===== src/rtl/uart_tx.sv =====
// uart_tx: 8n1 serial transmitter with a running checksum of accepted bytes.
// Frames carry one start bit (low), eight data bits LSB first, then
// stop_bits stop bits (high). Each bit is held for cycles_per_bit clocks.
//
// Optional build macro UART_TX_FIFO_EN puts a fifo_depth-entry FIFO in front
// of the serialiser. Without it, a byte can only be taken while idle or in
// the last stop-bit cycle of the current frame.
//
// Every output is decoded from registered state only. No combinational path
// runs from tick_req or tick_data_in to any output.

module uart_tx #(
  parameter int cycles_per_bit = 4,
  parameter int stop_bits      = 1,
  parameter int fifo_depth     = 4
) (
  input  logic        clock,
  input  logic        tick_reset_n,
  input  logic [7:0]  tick_data_in,
  input  logic        tick_req,
  output logic        get_cts_ret,
  output logic        get_serial_ret,
  output logic        get_idle_ret,
  output logic [31:0] get_checksum_ret
);

  // Reject unusable parameter sets when the design is elaborated.
  if (cycles_per_bit < 2 || stop_bits < 1 || stop_bits > 2 ||
      fifo_depth < 2 || (fifo_depth & (fifo_depth - 1)) != 0) begin : g_bad_params
    $error("uart_tx: invalid parameters");
  end

  localparam int bd_w = $clog2(cycles_per_bit);
  localparam logic [bd_w-1:0] bd_last   = bd_w'(cycles_per_bit - 1);
  localparam logic            stop_last = 1'(stop_bits - 1);

  typedef enum logic [1:0] {
    IDLE,
    START,
    DATA,
    STOP
  } state_t;

  state_t          state, state_n;
  logic [bd_w-1:0] bit_delay, bit_delay_n;
  logic [2:0]      bit_index, bit_index_n;
  logic [7:0]      shift, shift_n;
  logic            stop_cnt, stop_cnt_n;
  logic            ready;
  logic [31:0]     checksum;

  logic            final_stop;
  logic            can_load;
  logic            cts;
  logic            accept;
  logic            load;
  logic [7:0]      load_data;
  logic            fifo_empty;

  // The serialiser can take a new byte while idle or in the last stop cycle.
  // ready holds cts low during reset and goes high on the first edge after.
  assign final_stop = (state == STOP) && (bit_delay == bd_last) && (stop_cnt == stop_last);
  assign can_load   = ready && ((state == IDLE) || final_stop);
  assign accept     = tick_req && cts;

`ifdef UART_TX_FIFO_EN
  localparam int ptr_w = $clog2(fifo_depth) + 1;

  logic [7:0]       mem [fifo_depth];
  logic [ptr_w-1:0] wr_ptr;
  logic [ptr_w-1:0] rd_ptr;
  logic             fifo_full;
  logic             bypass;
  logic             push;
  logic             pop;

  // Pointers carry one extra wrap bit so full and empty can be told apart.
  assign fifo_empty = (wr_ptr == rd_ptr);
  assign fifo_full  = (wr_ptr[ptr_w-1] != rd_ptr[ptr_w-1]) &&
                      (wr_ptr[ptr_w-2:0] == rd_ptr[ptr_w-2:0]);
  assign cts        = ready && !fifo_full;

  // A byte that arrives when the serialiser can load and nothing is queued
  // skips the FIFO, so it sees the same latency as the unbuffered build.
  assign bypass     = accept && can_load && fifo_empty;
  assign push       = accept && !bypass;
  assign pop        = can_load && !fifo_empty;
  assign load       = bypass || pop;
  assign load_data  = pop ? mem[rd_ptr[ptr_w-2:0]] : tick_data_in;

  // FIFO pointers. A push and a pop in the same cycle leave the count unchanged.
  always_ff @(posedge clock or negedge tick_reset_n) begin
    if (!tick_reset_n) begin
      wr_ptr <= '0;
      rd_ptr <= '0;
    end else begin
      if (push) wr_ptr <= wr_ptr + 1'b1;
      if (pop)  rd_ptr <= rd_ptr + 1'b1;
    end
  end

  // FIFO storage write port.
  // NOTE: the storage array has no reset. The pointers alone decide which
  // entries are valid, and an array without reset can map to RAM.
  always_ff @(posedge clock) begin
    if (push) mem[wr_ptr[ptr_w-2:0]] <= tick_data_in;
  end
`else
  assign fifo_empty = 1'b1;
  assign cts        = can_load;
  assign load       = accept;
  assign load_data  = tick_data_in;
`endif

  // State, counters and shift register.
  // NOTE: sequential state uses non-blocking (<=) assignments, so every flop
  // samples the values from before this edge no matter how the blocks are ordered.
  always_ff @(posedge clock or negedge tick_reset_n) begin
    if (!tick_reset_n) begin
      state     <= IDLE;
      bit_delay <= '0;
      bit_index <= '0;
      shift     <= '0;
      stop_cnt  <= 1'b0;
      ready     <= 1'b0;
    end else begin
      state     <= state_n;
      bit_delay <= bit_delay_n;
      bit_index <= bit_index_n;
      shift     <= shift_n;
      stop_cnt  <= stop_cnt_n;
      ready     <= 1'b1;
    end
  end

  // Running sum of accepted bytes. It wraps at 32 bits.
  always_ff @(posedge clock or negedge tick_reset_n) begin
    if (!tick_reset_n) begin
      checksum <= '0;
    end else if (accept) begin
      checksum <= checksum + {24'd0, tick_data_in};
    end
  end

  // Next-state logic: advances the bit timer and steps through the frame.
  // NOTE: every signal gets a hold value first, so no path through the case
  // statement leaves a signal unassigned and infers a latch.
  always_comb begin
    state_n     = state;
    bit_delay_n = bit_delay;
    bit_index_n = bit_index;
    shift_n     = shift;
    stop_cnt_n  = stop_cnt;
    unique case (state)
      IDLE: begin
        if (load) begin
          shift_n     = load_data;
          bit_delay_n = '0;
          state_n     = START;
        end
      end
      START: begin
        if (bit_delay == bd_last) begin
          bit_delay_n = '0;
          bit_index_n = '0;
          state_n     = DATA;
        end else begin
          bit_delay_n = bit_delay + 1'b1;
        end
      end
      DATA: begin
        if (bit_delay == bd_last) begin
          bit_delay_n = '0;
          shift_n     = {1'b0, shift[7:1]};
          if (bit_index == 3'd7) begin
            stop_cnt_n = 1'b0;
            state_n    = STOP;
          end else begin
            bit_index_n = bit_index + 3'd1;
          end
        end else begin
          bit_delay_n = bit_delay + 1'b1;
        end
      end
      STOP: begin
        if (bit_delay == bd_last) begin
          bit_delay_n = '0;
          if (stop_cnt == stop_last) begin
            stop_cnt_n = 1'b0;
            if (load) begin
              // A byte taken here starts the next frame with no idle gap.
              shift_n = load_data;
              state_n = START;
            end else begin
              state_n = IDLE;
            end
          end else begin
            stop_cnt_n = 1'b1;
          end
        end else begin
          bit_delay_n = bit_delay + 1'b1;
        end
      end
      default: state_n = IDLE;
    endcase
  end

  // Line level decoded from state. Reset forces IDLE at once, so the line
  // goes high in the same cycle that reset is asserted.
  always_comb begin
    get_serial_ret = 1'b1;
    unique case (state)
      START:   get_serial_ret = 1'b0;
      DATA:    get_serial_ret = shift[0];
      default: get_serial_ret = 1'b1;
    endcase
  end

  assign get_cts_ret      = cts;
  assign get_idle_ret     = (state == IDLE) && fifo_empty;
  assign get_checksum_ret = checksum;

endmodule


===== config.mk =====
export PLATFORM = sky130hd
export DESIGN_NAME = uart_tx
export DESIGN_NICKNAME = d
export VERILOG_FILES = /design/src/rtl/uart_tx.sv
export SDC_FILE = /design/constraint.sdc
export NUM_CORES = 1
export LEC_CHECK = 0
export ABC_AREA = 1
export CORE_MARGIN = 1.5
export CORE_UTILIZATION = 55
export DETAILED_ROUTE_END_ITERATION = 6
export PLACE_DENSITY = 0.8
export SETUP_SLACK_MARGIN = 0.3
export SYNTH_ARGS = -nofsm -noshare
export SYNTH_HDL_FRONTEND = slang
export SYNTH_SLANG_ARGS = --single-unit
export TNS_END_PERCENT = 10

===== constraint.sdc =====
create_clock -name clock -period 5.7 [get_ports clock]
set_clock_uncertainty 0.15 [all_clocks]
set_input_delay 0.855 -clock clock [delete_from_list [all_inputs] [get_ports clock]]
set_output_delay 0.855 -clock clock [all_outputs]
set_load 0.005 [all_outputs]

# ---- Word-level counts from Yosys, hierarchy flattened
# Index checks and enable logic that the tools add are counted.
# W data, S select, Z words.
dict set report totals {
  register_bits 49
  in_bits 11
  output_inout_bits 35
  word_cells 63
}
dict set report classes {
  add_sub_neg 3
  eq_ne 12
  n_mux 26
  n_bitwise 1
  reduce_logical 14
}
# operator n
set ops {}
lappend ops {{$add A32 B8 Y32} 1}
lappend ops {{$mux W8} 4}
lappend ops {{$pmux W8 S3} 1}
lappend ops {{$mux W2} 8}
lappend ops {{$reduce_and A4 Y1} 3}
lappend ops {{$ne A2 B2 Y1 const B} 5}
lappend ops {{$mux W3} 3}
lappend ops {{$pmux W2 S4} 1}
lappend ops {{$eq A2 B2 Y1 const B} 3}
lappend ops {{$pmux W3 S2} 1}
lappend ops {{$reduce_and A6 Y1} 1}
lappend ops {{$mux W1} 5}
lappend ops {{$logic_and A1 B1 Y1} 4}
lappend ops {{$ne A2 B1 Y1 const B} 2}
lappend ops {{$pmux W1 S2} 2}
lappend ops {{$pmux W2 S2} 1}
lappend ops {{$reduce_bool A2 Y1} 2}
lappend ops {{$add A3 B1 Y3 const B} 1}
lappend ops {{$eq A3 B3 Y1 const B} 1}
lappend ops {{$reduce_bool A3 Y1} 1}
lappend ops {{$reduce_or A3 Y1} 1}
lappend ops {{$add A2 B1 Y2 const B} 1}
lappend ops {{$eq A2 B1 Y1 const B} 1}
lappend ops {{$logic_not A2 Y1} 1}
lappend ops {{other kinds (2)} 2}

# ---- Logic depth before layout (Yosys ltp)
# Gate-level depths: netlist of run 1.
dict set report depth {
  word_depth 10
  mapped_depth 12
  depth_no_buf 12
}

# ---- Least setup slack after synthesis of run 1
# Ideal clock, no wire load.
dict set report synth_path {
  path_type {input -> register}
  startpoint {in tick_data_in[0]}
  endpoint {reg checksum[30] (netlist: get_checksum_ret[30])}
  setup_time_ps 113
  arrival_ps 2123
  required_ps 5437
  slack_ps 3313
  path_stages 12
  n_path_buf 0
  path_cell_list {ha_1 fa_1 nand2_1 nand3_1 nand3_1 nand2_1 nand2_1 nand2_1 nand2_1 nand2_1 nand2_1 inv_1}
}
dict set report synth_between {
  elab_chain_len 1
}
# element line_no
set synth_rtl {}
lappend synth_rtl {{from (decl)} 19} ;# input logic [7:0] tick_data_in,
lappend synth_rtl {{$add A32 B8 Y32} 141} ;# checksum <= checksum + {24'd0, tick_data_in};
lappend synth_rtl {{to (signal assigned)} 141}
lappend synth_rtl {{to (decl)} 50} ;# logic [31:0] checksum;
# Every way passes these cells.
# A chain may end at the register's enable or synchronous reset.

# ---- Worst setup path after layout of run 1
dict set report layout_path {
  startpoint {reg state[0]}
  endpoint {out get_serial_ret}
}
dict set report layout_between {
  elab_chain_len 2
  word_cells_on_any_way 3
  cone_classes {eq/ne (2); mux (1)}
}
# element line_no
set layout_rtl {}
lappend layout_rtl {{from (decl)} 44} ;# state_t state, state_n;
lappend layout_rtl {{from (signal assigned)} 127} ;# state <= state_n;
lappend layout_rtl {{$eq A2 B2 Y1 / $eq A2 B1 Y1 (equally long branches)} 212} ;# unique case (state)
lappend layout_rtl {{$pmux W1 S2 (*)} 212}
lappend layout_rtl {{to (decl)} 22} ;# output logic get_serial_ret,
# Mark *: on every way between the ends. The rest lies on a longest branch, timed or not.

==> flow_metrics.env, run 1 <==
export IMPL_synth_ff_latch_count=48
export IMPL_total_leakage_power_nw=1.931
export IMPL_critPathRequiredTime_ns=4.70
export IMPL_io_buffer_count=45
export IMPL_worstHoldPathType="reg -> reg"
export IMPL_cts_num_sinks=48
export IMPL_effective_utilization_at_floorplan_pct=56.47
export IMPL_setup_tns_ns=0
export IMPL_dominantRegCellSynth="sky130_fd_sc_hd__dfrtp_1"
export IMPL_report_final_hold_viol_count=0
export IMPL_postCtsHoldBufs=0
export IMPL_drt_drc_violations_left=0
export IMPL_outcome="finished, final reports clean"
export IMPL_arrival_time_at_the_worst_endpoint_ns=2.18
export IMPL_clkLatencyLatePin_ns=0.31
export IMPL_cellPowerDensity_mw_per_mm2=388.2
export IMPL_layout_worst_path_cycle_share_pct=55.94
export IMPL_timing_critical_path_mode_cell="sky130_fd_sc_hd__inv_1"
export IMPL_routed_via_count=2772
export IMPL_drt_via_density=4.995
export IMPL_place_ws_ns=2.630
export IMPL_yosysSeqAreaShare_pct=38.87
export IMPL_die_height_um=77.96
export IMPL_max_slew_margin_rel_pct=27.08
export IMPL_grt_overflow=0
export IMPL_cts_root_buf="sky130_fd_sc_hd__clkbuf_8"
export IMPL_syn_instance_count=435
export IMPL_critical_path_max_fanout=12
export IMPL_switching_share_pct=36.26
export IMPL_cap_violations=0
export IMPL_gr_usage_total_pct=24.84
export IMPL_clock_path_buffers=2
export IMPL_placed_wire_length_estimate_um=5060
export IMPL_drtPass1Iterations=4
export IMPL_maxSlewViolCount=0
export IMPL_cts_repair_resize_count=0
export IMPL_finalCriticalPeriod_ns=3.188
export IMPL_drt_first_iter_violations=171
export IMPL_combinational_share_of_power_pct=43.1
export IMPL_synth_warning_count=0
export IMPL_layout_nets=509
export IMPL_worst_slew_pin_transition_ns=1.094
export IMPL_flow_area_growth_from_synthesis_pct=21.25
export IMPL_crit_path_top_delay_cell="sky130_fd_sc_hd__clkdlybuf4s50_1"
export IMPL_clockPowerShare_pct=23.5
export IMPL_synth_fp_nets=462
export IMPL_switchingPower_mw=0.5274
export IMPL_tritoncts="done"
export IMPL_drt_wl_total_um=6855
export IMPL_ir_drop_v=0.0002969
export IMPL_placer_s_final_routability_congestion_estimate=0.8795
export IMPL_async_reset_ff_share_pct=100.0
export IMPL_grt_antenna_before_repair=0
export IMPL_finalSetupViolations=0
export IMPL_synth_cell_type_count=29
export IMPL_antenna_left=0
export IMPL_fp_dieArea_mm2=0.006078
export IMPL_std_cell_rows=27
export IMPL_cts_buffers=5
export IMPL_power_frac_seq_pct=33.4
export IMPL_rsz0062_at_grt="false"
export IMPL_buffers_inserted_during_post_cts_setup_optimization=0
export IMPL_syn_cell_area_mm2=0.003090
export IMPL_critical_path_max_stage_delay_ns=0.51
export IMPL_grt_start_max_net_pins=49
export IMPL_yosys_area_top_type_share_pct=38.87
export IMPL_worst_setup_path_type="reg -> out"
export IMPL_num_io_pins=46
export IMPL_final_layout_size_suffix_gt1_share_pct=4.969
export IMPL_critPathLaunchType="flop"
export IMPL_routed_wire_length_per_instance_um=12.35
export IMPL_synth_top_cells_by_area="sky130_fd_sc_hd__dfrtp_1, sky130_fd_sc_hd__nand2_1, sky130_fd_sc_hd__inv_1"
export IMPL_fin_hold_ws_ns=0.3381
export IMPL_core_area_mm2=0.005473
export IMPL_intPower_mw=0.9272
export IMPL_cts_max_level=2
export IMPL_avgSynthCellArea_um2=7.105
export IMPL_f_max_mhz=313.6
export IMPL_endpoint_kind="primary output"
export IMPL_die_width_um=77.96
export IMPL_grt_first_pass_wirelength_um=12050
export IMPL_worstPathCellList="inv_1 -> ha_1 -> inv_1 -> o21bai_1 -> clkdlybuf4s50_1"
export IMPL_grt_pass1_vias=2761
export IMPL_antenna_diode_count=0
export IMPL_yosys_area_top_type="sky130_fd_sc_hd__dfrtp_1"
export IMPL_worst_slack_ns=2.512
export IMPL_clkSlewWorstSetupHoldPaths_ns=0.09
export IMPL_synth_enable_flop_cells=0
placed cells by master, fill, tap and decap left out, drive strengths merged:
master,netlist,final
nor2,34,34
xor2,3,3
o21ai,20,20
o21bai,1,1
a211oi,1,1
ha,15,15
clkbuf,0,5
o211ai,1,1
inv,73,73
a22o,2,2
nand2,161,161
nor3,3,3
or2,7,7
buf,5,1
a21oi,8,8
fa,1,1
clkdlybuf4s50,0,44
conb,1,1
dfrtp,48,48
nand4,6,6
nand3,26,26
xnor2,6,6
bufinv,0,3
nand3b,6,6
o21a,7,7
synthesized netlist by cell type (2+ instances only):
| library cell | instances |
|---|---|
| sky130_fd_sc_hd__xor2_1 | 3 |
| sky130_fd_sc_hd__nor3_1 | 3 |
| sky130_fd_sc_hd__buf_2 | 3 |
| sky130_fd_sc_hd__nand2_2 | 2 |
| sky130_fd_sc_hd__ha_1 | 15 |
| sky130_fd_sc_hd__nand2_1 | 159 |
| sky130_fd_sc_hd__a21oi_1 | 8 |
| sky130_fd_sc_hd__or2_2 | 7 |
| sky130_fd_sc_hd__dfrtp_1 | 48 |
| sky130_fd_sc_hd__o21ai_0 | 17 |
| sky130_fd_sc_hd__o21a_1 | 7 |
| sky130_fd_sc_hd__inv_1 | 71 |
| sky130_fd_sc_hd__inv_2 | 2 |
| sky130_fd_sc_hd__nor2_1 | 33 |
| sky130_fd_sc_hd__nand3_1 | 25 |
| sky130_fd_sc_hd__o21ai_1 | 3 |
| sky130_fd_sc_hd__xnor2_1 | 6 |
| sky130_fd_sc_hd__buf_6 | 2 |
| sky130_fd_sc_hd__nand3b_1 | 5 |
| sky130_fd_sc_hd__a22o_1 | 2 |
| sky130_fd_sc_hd__nand4_1 | 6 |
per-stage QoR:
stage          power (mW)  util (%)  instance area (um2)  cells
3_3_place_gp        1.089     65.57                 3588    547
5_1_grt             1.559     68.47                 3747    555
3_5_place_dp        1.115     65.57                 3588    547
2_1_floorplan      0.9372         -                 3090    435
4_1_cts             1.457     68.47                 3747    555
6_report            1.455     68.47                 3747    555
registers in the layout, indices dropped and copies added (netlist names):
signal            count
get_checksum_ret     32
bit_index             3
shift                 8
ready                 1
state                 2
bit_delay             2
power groups by stage:
stage          clock, mW  sequential [mW]  combinational (mW)
2_1_floorplan          0            0.481               0.456
3_3_place_gp           0            0.487               0.603
3_5_place_dp           0            0.492               0.623
4_1_cts            0.343            0.485               0.628
5_1_grt            0.358            0.496               0.705
6_report           0.342            0.486               0.627
worst paths after layout:
| check | startpoint | depth (start not counted) | end | slack [ns] |
|---|---|---|---|---|
| min in group asynchronous | tick_reset_n | 1 | shift[6]$_DFFE_PN0P_ | 0.59 |
| max | state[0]$_DFFE_PN0P_ | 5 | get_serial_ret | 2.51 |
| max reg2reg | state[0]$_DFFE_PN0P_ | 11 | get_checksum_ret[25]$_DFFE_PN0P_ | 3.38 |
| min reg2reg | shift[6]$_DFFE_PN0P_ | 1 | shift[6]$_DFFE_PN0P_ | 0.34 |
| min | shift[6]$_DFFE_PN0P_ | 1 | shift[6]$_DFFE_PN0P_ | 0.34 |
| max in group asynchronous | tick_reset_n | 1 | get_checksum_ret[16]$_DFFE_PN0P_ | 4.13 |
layout make-up:
class                   count  area (um2)
clock buffers               5       68.82
clock inverters             3       90.09
fillers                   496        1725
inverters                  73       274.0
multi-input cells         309        1578
flip-flops and latches     48        1201
well taps                  72       90.09
repair buffers             45       445.4
metal layers:
metal  vias to the layer above  routed length (um)  global-route usage, %
met1                      1284                3249                  31.93
li1                       1437                   -                      -
met2                        45                3282                  42.96
met3                         6                 254                  4.588
met5                         -                   0                      0
met4                         0                  69                  6.429
worst max-delay path: cells and delay by family (launching register included):
family / cells / cell delay, ns
adders and majority gates: 1 / 0.41
DFF: 1 / 0.42
buffers and inverters: 3 / 0.87
AOI/OAI and AO/OA: 1 / 0.18
kinds of logic (layout without fill, tap and decap cells):
kind of cell	after synthesis	count (layout)	share of synthesized area, %
AO/OA/AOI/OAI	40	40	7.692
XOR/XNOR	9	9	2.551
adder cells (fa/ha/maj)	16	16	6.721
buffers and inverters	78	126	10.08
flip-flops	48	48	38.87
other	1	1	0.1213
AND/OR/NAND/NOR	243	243	33.97
Power figures use the tool's default switching activity.
==> inputs of run 2 (changes only) <==
Clock period 5.7 ns to 3 ns, I/O delays scaled along.
==> flow_metrics.env, run 2 (synthesis gave the netlist of run 1 again) <==
export IMPL_outcome="finished, final reports clean"
export IMPL_cts_num_sinks=48
export IMPL_total_leakage_power_nw=1.926
export IMPL_fin_hold_ws_ns=0.3409
export IMPL_rrSetupSlack_ns=0.62
export IMPL_cap_violations=0
export IMPL_io_buffer_count=45
export IMPL_critical_path_max_fanout=12
export IMPL_antenna_left=0
export IMPL_endpoint_kind="primary output"
export IMPL_layout_nets=511
export IMPL_grt_antenna_before_repair=0
export IMPL_placed_wire_length_estimate_um=5169
export IMPL_pnr_total_power_mw=2.668
export IMPL_layout_worst_path_cycle_share_pct=84.78
export IMPL_drt_first_iter_violations=192
export IMPL_cellPowerDensity_mw_per_mm2=712.4
export IMPL_worst_slack_ns=0.4565
export IMPL_dp_cells=548
export IMPL_clockPowerShare_pct=19.4
export IMPL_layout_cells_most_common_list="sky130_fd_sc_hd__nand2_1, sky130_fd_sc_hd__inv_1, sky130_fd_sc_hd__dfrtp_1, sky130_fd_sc_hd__clkdlybuf4s50_1, sky130_fd_sc_hd__nor2_1"
export IMPL_die_width_um=77.96
export IMPL_power_frac_seq_pct=34.7
export IMPL_die_height_um=77.96
export IMPL_std_cell_rows=27
export IMPL_cts_buffers=5
export IMPL_antenna_diode_count=0
export IMPL_finish_cell_count_without_fillers=557
export IMPL_setup_tns_ns=0
export IMPL_critPathRequiredTime_ns=2.40
export IMPL_switchingPower_mw=1.011
export IMPL_hold_path_startpoint="shift[6]$_DFFE_PN0P_"
export IMPL_cts_root_buf="sky130_fd_sc_hd__clkbuf_8"
export IMPL_placedInstanceArea_mm2=0.003596
export IMPL_drt_wl_total_um=6971
export IMPL_worstHoldPathCells=1
export IMPL_effective_utilization_at_floorplan_pct=56.47
export IMPL_largest_register_ffs=32
export IMPL_drt_drc_violations_left=0
export IMPL_routed_wire_length_per_instance_um=12.52
export IMPL_intPower_mw=1.657
export IMPL_hold_path_end="shift[6]$_DFFE_PN0P_"
export IMPL_finalCriticalPeriod_ns=2.543
export IMPL_combinational_share_of_power_pct=45.9
export IMPL_grt_overflow=0
export IMPL_mostFrequentLayoutCell="sky130_fd_sc_hd__nand2_1"
export IMPL_layout_core_utilization_pct=68.43
export IMPL_gr_usage_total_pct=25.21
export IMPL_worstHoldPathType="reg -> reg"
export IMPL_drtPass1Iterations=4
export IMPL_fillerInstances=469
export IMPL_worst_setup_path_type="reg -> out"
export IMPL_finalSetupViolations=0
export IMPL_clock_path_buffers=2
export IMPL_cts_max_level=2
export IMPL_final_layout_size_suffix_gt1_share_pct=5.361
export IMPL_critPathLaunchType="flop"
export IMPL_timing_rr_start="state[0]$_DFFE_PN0P_"
export IMPL_clkLatencyLatePin_ns=0.31
export IMPL_place_ws_ns=0.3586
export IMPL_grt_start_max_net_pins=28
export IMPL_placer_s_final_routability_congestion_estimate=0.8823
export IMPL_flow_area_growth_from_synthesis_pct=21.17
export IMPL_rsz0062_at_grt="false"
export IMPL_switching_share_pct=37.88
export IMPL_layout_cell_area_non_filler_mm2=0.003745
export IMPL_crit_reg2reg_capture="get_checksum_ret[25]$_DFFE_PN0P_"
export IMPL_grt_pass1_vias=2787
export IMPL_ir_drop_v=0.0005417
export IMPL_arrival_time_at_the_worst_endpoint_ns=1.94
export IMPL_fp_dieArea_mm2=0.006078
export IMPL_tritoncts="done"
export IMPL_core_area_mm2=0.005473
export IMPL_maxSlewViolCount=0
export IMPL_worst_setup_path_startpoint="state[0]$_DFFE_PN0P_"
export IMPL_f_max_mhz=393.2
export IMPL_drt_via_density=5.004
export IMPL_routed_via_count=2787
export IMPL_report_final_hold_viol_count=0
export IMPL_grt_first_pass_wirelength_um=12300
export IMPL_buffers_inserted_during_post_cts_setup_optimization=0
export IMPL_num_io_pins=46
export IMPL_clkSlewWorstSetupHoldPaths_ns=0.09
export IMPL_cell_depth_of_the_worst_flop_to_flop_path=11
-- run 2: changes by cell type in the layout (fill, tap and decap cells not counted) --
| cell | delta |
|---|---|
| sky130_fd_sc_hd__buf_4 | +1 |
| sky130_fd_sc_hd__bufinv_16 | -2 |
| sky130_fd_sc_hd__clkbuf_8 | +2 |
| sky130_fd_sc_hd__dlygate4sd3_1 | +1 |
| sky130_fd_sc_hd__ha_1 | -1 |
| sky130_fd_sc_hd__ha_4 | +1 |
-- run 2: worst max-delay path, stage by stage, from the launching register on --
cell                              delay [ns]
sky130_fd_sc_hd__dfrtp_1                0.41
sky130_fd_sc_hd__inv_1                  0.16
sky130_fd_sc_hd__ha_4                   0.23
sky130_fd_sc_hd__inv_1                  0.16
sky130_fd_sc_hd__o21bai_1               0.17
sky130_fd_sc_hd__clkdlybuf4s50_1        0.51
-- run 2: worst max-delay path by stage --
| stage | endpoint | cells past startpoint |
|---|---|---|
| floorplan | get_checksum_ret[30]$_DFFE_PN0P_ | 12 |
| detailed placement | get_checksum_ret[30]$_DFFE_PN0P_ | 13 |
| global route | get_serial_ret | 5 |
| CTS | get_serial_ret | 5 |
| finish | get_serial_ret | 5 |
| global placement | get_checksum_ret[30]$_DFFE_PN0P_ | 13 |
-- run 2: cell type report --
| cell class | instances | area [um2] | share of cell area [%] |
|---|---|---|---|
| clock inverter | 1 | 30.03 | 0.8019 |
| sequential | 48 | 1201 | 32.07 |
| timing repair buffer | 47 | 462.9 | 12.36 |
| multi-input combinational | 309 | 1590 | 42.47 |
| inverter | 73 | 274.0 | 7.317 |
| clock buffer | 7 | 96.34 | 2.573 |
| tap | 72 | 90.09 | 2.406 |
-- run 2: repair_timing --
action,4_1_cts,5_1_grt
pin swaps,0,0
endpoints found under the hold margin,21,0
gates resized for setup,1,1
setup endpoints to repair,1,1
hold buffers,1,0
-- run 2: routing by layer --
layer,vias up,part of all wire [%],global-route usage [%]
li1,1436,-,-
met1,1274,46,31.90
met2,66,48,43.83
met3,11,5.0,4.588
met4,0,1.5,7.321
met5,-,0,0
-- run 2: power by group through the flow --
| stage | combinational (mW) | sequential, mW | clock [mW] |
|---|---|---|---|
| after floorplan | 0.866 | 0.915 | 0 |
| after global placement | 1.14 | 0.925 | 0 |
| after detailed placement | 1.20 | 0.934 | 0 |
| after CTS | 1.21 | 0.923 | 0.527 |
| after global routing | 1.38 | 0.945 | 0.546 |
| final | 1.22 | 0.926 | 0.517 |
==> inputs of run 3 (changes only) <==
Settings changed: CORE_UTILIZATION 55 to 49, PLACE_DENSITY 0.8 to 0.75.
Clock period 3 ns to 2.3 ns, I/O delays scaled along.
==> flow_metrics.env, run 3 (synthesis gave the netlist of run 1 again) <==
export IMPL_placer_s_final_routability_congestion_estimate=0.8780
export IMPL_clkLatencyLatePin_ns=0.30
export IMPL_drt_drc_violations_left=0
export IMPL_antenna_left=0
export IMPL_effective_utilization_at_floorplan_pct=51.59
export IMPL_clock_path_buffers=2
export IMPL_worst_setup_path_type="reg -> out"
export IMPL_grt_start_max_net_pins=49
export IMPL_postCtsHoldBufs=0
export IMPL_routed_wire_length_per_instance_um=12.70
export IMPL_setup_tns_ns=0
export IMPL_worst_slew_pin_transition_ns=0.6429
export IMPL_antenna_diode_count=0
export IMPL_cts_buffers=5
export IMPL_drt_via_density=4.986
export IMPL_clkSlewWorstSetupHoldPaths_ns=0.09
export IMPL_maxSlewViolCount=0
export IMPL_layout_nets=528
export IMPL_routed_via_count=2877
export IMPL_grt_antenna_before_repair=0
export IMPL_finish_cell_count_without_fillers=577
export IMPL_io_buffer_count=45
export IMPL_endpoint_kind="primary output"
export IMPL_critical_path_max_stage_delay_ns=0.40
export IMPL_layout_cells_most_common_list="sky130_fd_sc_hd__nand2_1, sky130_fd_sc_hd__inv_1, sky130_fd_sc_hd__dfrtp_1, sky130_fd_sc_hd__clkdlybuf4s50_1, sky130_fd_sc_hd__nor2_1"
export IMPL_critPathLaunchType="flop"
export IMPL_fp_dieArea_mm2=0.006792
export IMPL_num_io_pins=46
export IMPL_flow_area_growth_from_synthesis_pct=28.66
export IMPL_core_area_mm2=0.005991
export IMPL_placed_wire_length_estimate_um=5300
export IMPL_grt_overflow=0
export IMPL_drt_wl_total_um=7326
export IMPL_arrival_time_at_the_worst_endpoint_ns=1.50
export IMPL_grt_first_pass_wirelength_um=11980
export IMPL_finalCriticalPeriod_ns=1.994
export IMPL_mostFrequentLayoutCell="sky130_fd_sc_hd__nand2_1"
export IMPL_ir_drop_v=0.0006708
export IMPL_worstPathCellList="buf_4 -> ha_4 -> nand2_2 -> nand2_4 -> nand2_1 -> inv_1 -> dlygate4sd2_1"
export IMPL_cts_num_sinks=48
export IMPL_rsz0062_at_grt="true"
export IMPL_worst_slack_ns=0.3058
export IMPL_std_cell_rows=28
export IMPL_max_slew_margin_rel_pct=57.14
export IMPL_report_final_hold_viol_count=14
export IMPL_violations="hold timing"
export IMPL_f_max_mhz=501.5
export IMPL_drtPass1Iterations=4
export IMPL_critPathRequiredTime_ns=1.80
export IMPL_cap_violations=0
export IMPL_grt_pass1_vias=2679
export IMPL_cts_max_level=2
export IMPL_die_height_um=82.42
export IMPL_final_layout_size_suffix_gt1_share_pct=13.35
export IMPL_gr_usage_total_pct=22.83
export IMPL_layout_worst_path_cycle_share_pct=86.70
export IMPL_cts_root_buf="sky130_fd_sc_hd__clkbuf_8"
export IMPL_critical_path_max_fanout=3
export IMPL_die_width_um=82.42
export IMPL_fin_hold_ws_ns=-0.01395
export IMPL_drt_first_iter_violations=152
export IMPL_fillerInstances=505
export IMPL_place_ws_ns=-0.1869
export IMPL_largest_register_ffs=32
export IMPL_finalSetupViolations=0
export IMPL_dp_cells=562
export IMPL_cellPowerDensity_mw_per_mm2=943.2
export IMPL_tritoncts="done"
export IMPL_total_leakage_power_nw=2.019
export IMPL_outcome="complete, but fails checks"
export IMPL_worstHoldPathType="in -> async"
export IMPL_crit_path_top_delay_cell="sky130_fd_sc_hd__dfrtp_1"
[run 3: cell type report]
type | count | area, um2 | share of cell area, %
sequential | 48 | 1201 | 30.21
clock inverter | 2 | 35.03 | 0.8811
multi-input combinational | 309 | 1713 | 43.08
tap | 75 | 93.84 | 2.360
clock buffer | 6 | 72.57 | 1.825
timing repair buffer | 64 | 586.8 | 14.76
inverter | 73 | 274.0 | 6.891
[run 3: path summary, 6_finish.rpt]
path / startpoint / to / slack [ns] / depth (start not counted)
setup / recovery: state[0]$_DFFE_PN0P_ / get_cts_ret / 0.31 / 7
hold / removal: tick_reset_n / shift[4]$_DFFE_PN0P_ / -0.01 / 2
setup reg to reg: get_checksum_ret[0]$_DFFE_PN0P_ / get_checksum_ret[18]$_DFFE_PN0P_ / 0.35 / 12
hold reg to reg: shift[5]$_DFFE_PN0P_ / shift[5]$_DFFE_PN0P_ / 0.34 / 1
max in group asynchronous: tick_reset_n / get_checksum_ret[10]$_DFFE_PN0P_ / 1.57 / 2
min in group clock: tick_data_in[0] / get_checksum_ret[0]$_DFFE_PN0P_ / 0.29 / 4
[run 3: per-layer routing]
layer	vias up	track usage [%]	share of wire (%)
met2	60	38.05	47
met1	1333	30.79	47
li1	1471	-	-
met3	13	3.736	3.9
met5	-	0	0
met4	0	5.593	1.5
[run 3: power by group]
part	switching [mW]	internal, mW	leakage, nW
Combinational	0.994	0.929	1.41
Sequential	0.155	1.05	0.551
Clock	0.295	0.323	0.0552
[run 3: critical path: cells and delay by family (launching register included)]
family	cells	cell delay, ns
adders and majority gates	1	0.16
buffers and inverters	3	0.45
DFF	1	0.40
and+or+nand+nor	3	0.19
[run 3: timing repair]
item | 4_1_cts | 5_1_grt
endpoints found under the setup margin | 15 | 29
setup buffers | 4 | 3
hold endpoints to repair | 0 | 0
gates resized for setup | 20 | 16
pin swaps | 1 | 5
[run 3: per-stage QoR]
| step | utilization (%) | power (mW) | area, um2 |
|---|---|---|---|
| after CTS | 64.79 | 3.628 | 3881 |
| after global placement | 61.47 | 2.808 | 3682 |
| after global routing | 66.37 | 4.051 | 3976 |
| after floorplan | - | 2.323 | 3090 |
| after detailed placement | 61.47 | 2.887 | 3682 |
| final | 66.37 | 3.751 | 3976 |
